$ cat src/rtl/if_stage_pkg.sv
// rtl/if_stage_pkg.sv - shared types, constants and helpers for the fetch stage
//
// Purpose : common definitions for the instruction-fetch front end.
// Contents: IF_XLEN      - PC / instruction width carried by a fetch slot
//           PC_STEP      - sequential fetch increment (one 32-bit word)
//           fetch_slot_t - one prefetch slot {pc, inst, filled}
//           align_pc()   - clears the byte-offset bits of a fetch address
package if_stage_pkg;

   localparam int unsigned IF_XLEN = 32;

   localparam logic [IF_XLEN-1:0] PC_STEP = IF_XLEN'(4);

   typedef struct packed {
      logic [IF_XLEN-1:0] pc;
      logic [IF_XLEN-1:0] inst;
      logic               filled;
   } fetch_slot_t;

   // Instruction fetch is always word aligned; low two address bits are dropped.
   function automatic logic [IF_XLEN-1:0] align_pc(input logic [IF_XLEN-1:0] pc);
      return {pc[IF_XLEN-1:2], 2'b00};
   endfunction

endpackage

$ cat src/rtl/if_prefetch_buf.sv
// rtl/if_prefetch_buf.sv - slot-reserving prefetch buffer for in-order fetch responses
//
// Purpose : a slot is reserved (pc known, inst unknown) when a fetch request is
//           accepted, filled in request order as responses arrive, and popped
//           from the head once filled.
// Ports   : i_clk       core clock
//           i_rst       synchronous active-high reset, clears every slot
//           i_flush     invalidate all slots and rewind pointers
//           i_push      reserve tail slot with i_push_pc
//           i_push_pc   PC of the request being reserved
//           i_fill      write i_fill_inst into the oldest unfilled slot
//           i_fill_inst instruction word for the fill
//           i_pop       retire head slot (only legal while head is filled)
//           o_head      current head slot contents
//           o_count     reserved slots (filled or not)
//           o_pending   reserved slots still waiting for a response
module if_prefetch_buf
   import if_stage_pkg::*;
#(
   parameter  int unsigned DEPTH = 4,
   localparam int unsigned PW    = $clog2(DEPTH),
   localparam int unsigned CW    = PW + 1
) (
   input  logic               i_clk,
   input  logic               i_rst,
   input  logic               i_flush,
   input  logic               i_push,
   input  logic [IF_XLEN-1:0] i_push_pc,
   input  logic               i_fill,
   input  logic [IF_XLEN-1:0] i_fill_inst,
   input  logic               i_pop,
   output fetch_slot_t        o_head,
   output logic [CW-1:0]      o_count,
   output logic [CW-1:0]      o_pending
);

   fetch_slot_t   r_slot [DEPTH];
   logic [PW-1:0] r_head;
   logic [PW-1:0] r_tail;
   logic [PW-1:0] r_fill;
   logic [CW-1:0] r_count;
   logic [CW-1:0] r_pending;

   // Push, fill and pop always address distinct slots: the tail is unreserved
   // whenever a push is allowed, the fill slot is reserved-but-empty, and the
   // head is only popped once it is filled.
   always_ff @(posedge i_clk) begin
      if (i_rst) begin
         for (int i = 0; i < int'(DEPTH); i++) begin
            r_slot[i] <= '0;
         end
         r_head    <= '0;
         r_tail    <= '0;
         r_fill    <= '0;
         r_count   <= '0;
         r_pending <= '0;
      end else if (i_flush) begin
         for (int i = 0; i < int'(DEPTH); i++) begin
            r_slot[i].filled <= 1'b0;
         end
         r_head    <= '0;
         r_tail    <= '0;
         r_fill    <= '0;
         r_count   <= '0;
         r_pending <= '0;
      end else begin
         if (i_push) begin
            r_slot[r_tail].pc     <= i_push_pc;
            r_slot[r_tail].filled <= 1'b0;
            r_tail                <= r_tail + 1'b1;
         end
         if (i_fill) begin
            r_slot[r_fill].inst   <= i_fill_inst;
            r_slot[r_fill].filled <= 1'b1;
            r_fill                <= r_fill + 1'b1;
         end
         if (i_pop) begin
            r_slot[r_head].filled <= 1'b0;
            r_head                <= r_head + 1'b1;
         end
         r_count   <= r_count + CW'(i_push) - CW'(i_pop);
         r_pending <= r_pending + CW'(i_push) - CW'(i_fill);
      end
   end

   assign o_head    = r_slot[r_head];
   assign o_count   = r_count;
   assign o_pending = r_pending;

endmodule

$ cat src/rtl/if_prefetch_unit.sv
// rtl/if_prefetch_unit.sv - variable-latency instruction prefetch front end
//
// Purpose : issues in-order word fetches, parks in-flight PCs in a prefetch
//           buffer, hands {pc, inst} to decode with valid/ready, and restarts
//           on redirect while silently dropping responses to stale requests.
// Ports   : clk            core clock
//           rst            synchronous active-high reset
//           imem_req_valid fetch request valid
//           imem_req_ready memory accepts request
//           imem_req_addr  word-aligned fetch address
//           imem_rsp_valid response valid (responses return in request order)
//           imem_rsp_data  instruction word
//           redirect_valid flush and restart fetch
//           redirect_pc    restart address (bits [1:0] ignored)
//           if_valid       head instruction available
//           if_ready       decode accepts head instruction
//           if_pc          PC of head instruction
//           if_inst        head instruction
module if_prefetch_unit
   import if_stage_pkg::*;
#(
   parameter int unsigned           DATA_WIDTH = IF_XLEN,
   parameter int unsigned           BUF_DEPTH  = 4,
   parameter logic [DATA_WIDTH-1:0] RESET_PC   = '0
) (
   input  logic                  clk,
   input  logic                  rst,
   output logic                  imem_req_valid,
   input  logic                  imem_req_ready,
   output logic [DATA_WIDTH-1:0] imem_req_addr,
   input  logic                  imem_rsp_valid,
   input  logic [DATA_WIDTH-1:0] imem_rsp_data,
   input  logic                  redirect_valid,
   input  logic [DATA_WIDTH-1:0] redirect_pc,
   output logic                  if_valid,
   input  logic                  if_ready,
   output logic [DATA_WIDTH-1:0] if_pc,
   output logic [DATA_WIDTH-1:0] if_inst
);

   localparam int unsigned   CW      = $clog2(BUF_DEPTH) + 1;
   localparam logic [CW-1:0] DEPTH_C = CW'(BUF_DEPTH);

   logic [DATA_WIDTH-1:0] r_fetch_pc;
   // Responses still owed by memory for requests made before a redirect.
   logic [CW-1:0]         r_drop_cnt;

   fetch_slot_t           w_head;
   logic [CW-1:0]         w_count;
   logic [CW-1:0]         w_pending;
   logic [CW:0]           w_occupancy;
   logic                  w_room;
   logic                  w_req_fire;
   logic                  w_rsp_drop;
   logic                  w_fill;
   logic                  w_pop;

   // Outstanding requests are bounded by stale + reserved slots, so every
   // response that can ever arrive already owns either a drop credit or a slot.
   assign w_occupancy = {1'b0, r_drop_cnt} + {1'b0, w_count};
   assign w_room      = (w_count < DEPTH_C) && (w_occupancy < {1'b0, DEPTH_C});

   assign imem_req_valid = !rst && !redirect_valid && w_room;
   assign imem_req_addr  = r_fetch_pc;
   assign w_req_fire     = imem_req_valid && imem_req_ready;

   assign w_rsp_drop = imem_rsp_valid && (r_drop_cnt != '0);
   assign w_fill     = imem_rsp_valid && (r_drop_cnt == '0) && !redirect_valid;
   assign w_pop      = w_head.filled && if_ready && !redirect_valid;

   always_ff @(posedge clk) begin
      if (rst) begin
         r_fetch_pc <= RESET_PC;
         r_drop_cnt <= '0;
      end else if (redirect_valid) begin
         r_fetch_pc <= align_pc(redirect_pc);
         // Every still-empty slot becomes a stale response; a response landing
         // this very cycle is discarded now, so it no longer needs a credit.
         r_drop_cnt <= r_drop_cnt + w_pending - CW'(imem_rsp_valid);
      end else begin
         if (w_req_fire) begin
            r_fetch_pc <= r_fetch_pc + PC_STEP;
         end
         r_drop_cnt <= r_drop_cnt - CW'(w_rsp_drop);
      end
   end

   if_prefetch_buf #(
      .DEPTH (BUF_DEPTH)
   ) u_buf (
      .i_clk       (clk),
      .i_rst       (rst),
      .i_flush     (redirect_valid),
      .i_push      (w_req_fire),
      .i_push_pc   (r_fetch_pc),
      .i_fill      (w_fill),
      .i_fill_inst (imem_rsp_data),
      .i_pop       (w_pop),
      .o_head      (w_head),
      .o_count     (w_count),
      .o_pending   (w_pending)
   );

   // Decode sees registered slot storage only.
   assign if_valid = w_head.filled;
   assign if_pc    = w_head.pc;
   assign if_inst  = w_head.inst;

   a_rsp_owned: assert property (@(posedge clk) disable iff (rst)
      imem_rsp_valid |-> ((r_drop_cnt != '0) || (w_pending != '0)));

   a_drop_bound: assert property (@(posedge clk) disable iff (rst)
      w_occupancy <= {1'b0, DEPTH_C});

endmodule
$ cat config.mk
export PLATFORM = sky130hd
export DESIGN_NAME = if_prefetch_unit
export DESIGN_NICKNAME = d
export VERILOG_FILES = /design/src/rtl/if_stage_pkg.sv /design/src/rtl/if_prefetch_buf.sv /design/src/rtl/if_prefetch_unit.sv
export SDC_FILE = /design/constraint.sdc
export NUM_CORES = 1
export LEC_CHECK = 0
export BUFFER_PORTS_ARGS = -buffer_cell sky130_fd_sc_hd__buf_2
export CORE_MARGIN = 2
export CORE_UTILIZATION = 49
export CTS_CLUSTER_SIZE = 10
export DETAILED_ROUTE_END_ITERATION = 16
export PLACE_DENSITY = 0.72
export SETUP_SLACK_MARGIN = 0.1
export SYNTH_ARGS = -nofsm -noshare
export SYNTH_HDL_FRONTEND = slang
export SYNTH_HIERARCHICAL = 1
export SYNTH_SLANG_ARGS = --single-unit
$ cat constraint.sdc
create_clock -name clk -period 3.7 [get_ports clk]
set_input_delay 0.74 -clock clk [delete_from_list [all_inputs] [get_ports clk]]
set_output_delay 0.74 -clock clk [all_outputs]
set_load 0.05 [all_outputs]
==> results.py <==
metrics = {
    "routing": {
        "drt_iter0_drc": 762,
        "avgViaCountPerCell": 5.60,
        "wirelength_mm": 31.9,
        "routed.top_layer": "met5",
        "routedLengthMet1_mm": 13.7,
        "route.met2.wl_mm": 15.8,
        "routedWlPerCell_um": 20.3,
        "vias": 8786,
        "ant_nets": 0,
        "drcViolationCount": 0,
        "route.met3.wl_mm": 1.90,
        "dr.pass1.iters": 5,
    },
    "floorplan": {
        "fp.dieH_um": 174,
        "die_x_um": 174,
        "core-area_um2": 28500,
        "rows": 62,
        "start_util_pct": 49.5,
        "ioPinCount": 168,
        "die-area_um2": 30200,
    },
    "worst_setup_path": {
        "critPathRequiredTime_ps": 2960,
        "r2r_cells": 9,
        "critPathTopFamily": "buffers and inverters",
        "crit_path_start_kind": "flip-flop",
        "worstSetupPathDepth": 3,
        "crit_slowest_cell": "mux4_2",
        "crit_path_end_kind": "output port",
        "crit_type": "reg2out",
        "cp_data_arrival_time_ps": 2360,
        "path_buf_inv": 2,
        "path_cells": "buf_4 -> mux4_2 -> buf_2",
        "slowest_delay_ps": 660,
        "critPathMaxFanout": 34,
    },
    "job": {
        "cap_violations": 0,
    },
    "layout": {
        "final_nets": 1265,
        "final_util_pct": 57.6,
        "fillers": 2342,
        "drive_gt1_share_pct": 27.6,
        "seqCellArea_um2": 8710,
        "area_growth_pct": 16.3,
        "multi_input_comb_area_um2": 5040,
    },
    "sta": {
        "worst_pin_slew_ps": 926,
        "min_period_ps": 3100,
        "rsz0062_at_grt": "false",
        "max_slew_margin_pct": 38.3,
        "fin_crit_sh_pct": 83.8,
        "finalHoldViolCount": 0,
        "finalClockSkew_ps": 18.4,
        "setup_viol": 0,
        "setup_tns_ps": 0,
        "slew_viol_final": 0,
        "fmax_mhz": 323,
    },
    "synthesis": {
        "yosys.area_share.adder_pct": 2.55,
        "synth_top_area_share_pct": 54.4,
        "synth_cells": 997,
        "syn-mean-instance-area_um2": 14.2,
        "yosysUniqueCellTypes": 63,
        "ys_top_cells_by_area": "edfxtp_1 (54%), mux4_2 (10%), and2_1 (7.3%)",
        "synth-simple-area-share_pct": 17.7,
        "ys_seq_area_share_pct": 61.6,
        "synth_seq_cells": 307,
        "synth_edf_count": 256,
        "ys.flop_type": "edfxtp_1",
        "synth_mux_area_share_pct": 11.0,
        "yosysTopAreaCell": "edfxtp_1",
        "ys_warn_count": 6,
        "synth-xor-area-share_pct": 1.12,
        "synth_top_family_by_area": "simple AND/OR/NAND/NOR gates",
        "ys_async_sr_fraction_pct": 0,
        "synth.cell_area_um2": 14100,
        "synth_compound_area_share_pct": 3.00,
    },
    "clock_tree": {
        "numCtsBuffers": 37,
        "clk_pin_slew_ps": 60,
        "clk_latency_ps": 510,
        "root_buffer": "clkbuf_16",
        "cts_resized": 0,
        "h-tree-depth": 2,
        "cts_tree": "built",
        "ctsLongestPathBuffers": 3,
        "cts_setup_buffers": 0,
        "clock-sinks": 307,
        "cts-hold-fix-buffers": 0,
    },
    "power": {
        "cellLeakagePower_nw": 6.57,
        "vdd_drop_max_mv": 0.309,
        "p_per_area_nw_per_um2": 485,
    },
    "status": {
        "status": "finished, final reports clean",
    },
    "grt": {
        "antenna_found_initial": 2,
        "grt_max_degree": 70,
        "grt_pass1_vias": 8764,
        "grt_pass1_wl_mm": 48.7,
        "overflow": 0,
        "grt_usage_pct": 20.8,
    },
    "hold_path": {
        "min_path_cells": 3,
        "hold_class": "in2reg",
    },
    "place": {
        "routabilityCongestion": 0.808,
        "numPortBuffers": 163,
        "hpwlAfterDp_mm": 19.6,
    },
}
synth_stat cells, drive strengths merged, types with 5 or more instances:
master / instances
buf: 30
mux4: 65
nand4: 13
nand2: 30
xnor2: 13
and4: 6
dfxtp: 51
nor2: 32
inv: 26
clkbuf: 38
edfxtp: 256
and2: 165
a211oi: 5
a21oi: 21
or2: 7
or3: 6
and3: 103
nand3: 11
nor3: 10
mux2i: 6
xor2: 5
a31oi: 17
nor4: 5
o21ai: 7
ha: 24
sequential cells by signal (all words and copies together) (netlist names), named ones only:
register	count
imem_req_addr	30
r_drop_cnt	3
u_buf/o_count	3
u_buf/o_pending	3
u_buf/r_fill	2
u_buf/r_head	2
u_buf/r_slot	260
u_buf/r_tail	2
worst paths after layout:
path,from,endpoint,slack (ps)
max,flip-flop,if_pc[3],600
min,redirect_pc[5],imem_req_addr[5]$_SDFFE_PP0P_,470
max reg2reg,flip-flop,u_buf/o_count[2]$_SDFF_PP0_,1020
min reg2reg,u_buf/r_slot[3][0]$_SDFFE_PP0P_,u_buf/r_slot[3][0]$_SDFFE_PP0P_,530
stage by stage:
stage               power [mW]  cell area (um2)  hold slack (ps)  setup slack (ps)  instances
finish                    7.97            16400              474               601       1568
global route              8.25            16400              476               483       1568
CTS                       8.04            16400              456               557       1567
detailed placement        4.87            15400              522               782       1513
global placement          4.85            15400              510               848       1513
floorplan                 4.60            14200              492               268       1006
where the power goes:
part | total (mW) | switching (mW) | internal (mW)
logic | 0.807 | 0.546 | 0.261
registers | 3.99 | 0.102 | 3.89
clock network | 3.18 | 1.31 | 1.86
cell usage in the layout (no fill, tap or decap), types with 3 or more instances in the layout:
cell type,n
a21oi_1,21
buf_2,163
inv_1,25
clkbuf_1,12
edfxtp_1,256
and3_1,103
a211oi_1,5
buf_4,25
and2_1,165
nand3_1,9
and4_1,5
xor2_1,5
a31oi_1,17
o211ai_1,4
or3_1,6
a32oi_1,3
nor2_1,31
nor3_1,10
nand4_1,12
and4bb_2,4
clkbuf_16,37
nand2_1,30
conb_1,10
inv_6,3
mux2i_1,6
nand2b_1,4
o21ai_0,7
ha_1,24
buf_12,4
mux2_2,3
o311ai_0,4
dfxtp_1,49
or2_2,5
xnor2_1,13
nor4_1,3
mux4_2,65
fa_1,3
worst reg2reg max path, cell delays in order (launching register included):
cell and delay [ps]:
dfxtp_2 590, mux4_2 410, and3_1 300, ha_1 320
inv_1 40, ha_1 180, fa_1 380, xnor2_1 170
xnor2_1 140, nor2_1 50
cells by family after synthesis:
kind of cell             after synthesis
AO/OA/AOI/OAI                         67
XOR/XNOR                              18
adder cells (fa/ha/maj)               27
buffers and inverters                 96
flip-flops                           307
multiplexers                          74
other                                  1
AND/OR/NAND/NOR                      407
layer usage:
layer	track usage, %	vias to the layer above
met3	3.42	40
met2	34.6	316
met1	28.6	4364
met5	0	-
met4	5.50	2
li1	-	4064
cell type report:
cell class                      instances  share of cell area (%)
Clock inverter                          3                   0.160
Sequential cell                       307                    53.0
Inverter                               27                   0.616
Tap cell                              384                    2.92
Multi-Input combinational cell        603                    30.6
Clock buffer                           51                    6.07
Antenna cell                            1                  0.0152
Timing Repair Buffer                  192                    6.59
No activity file was read; power rests on OpenSTA's default activity.
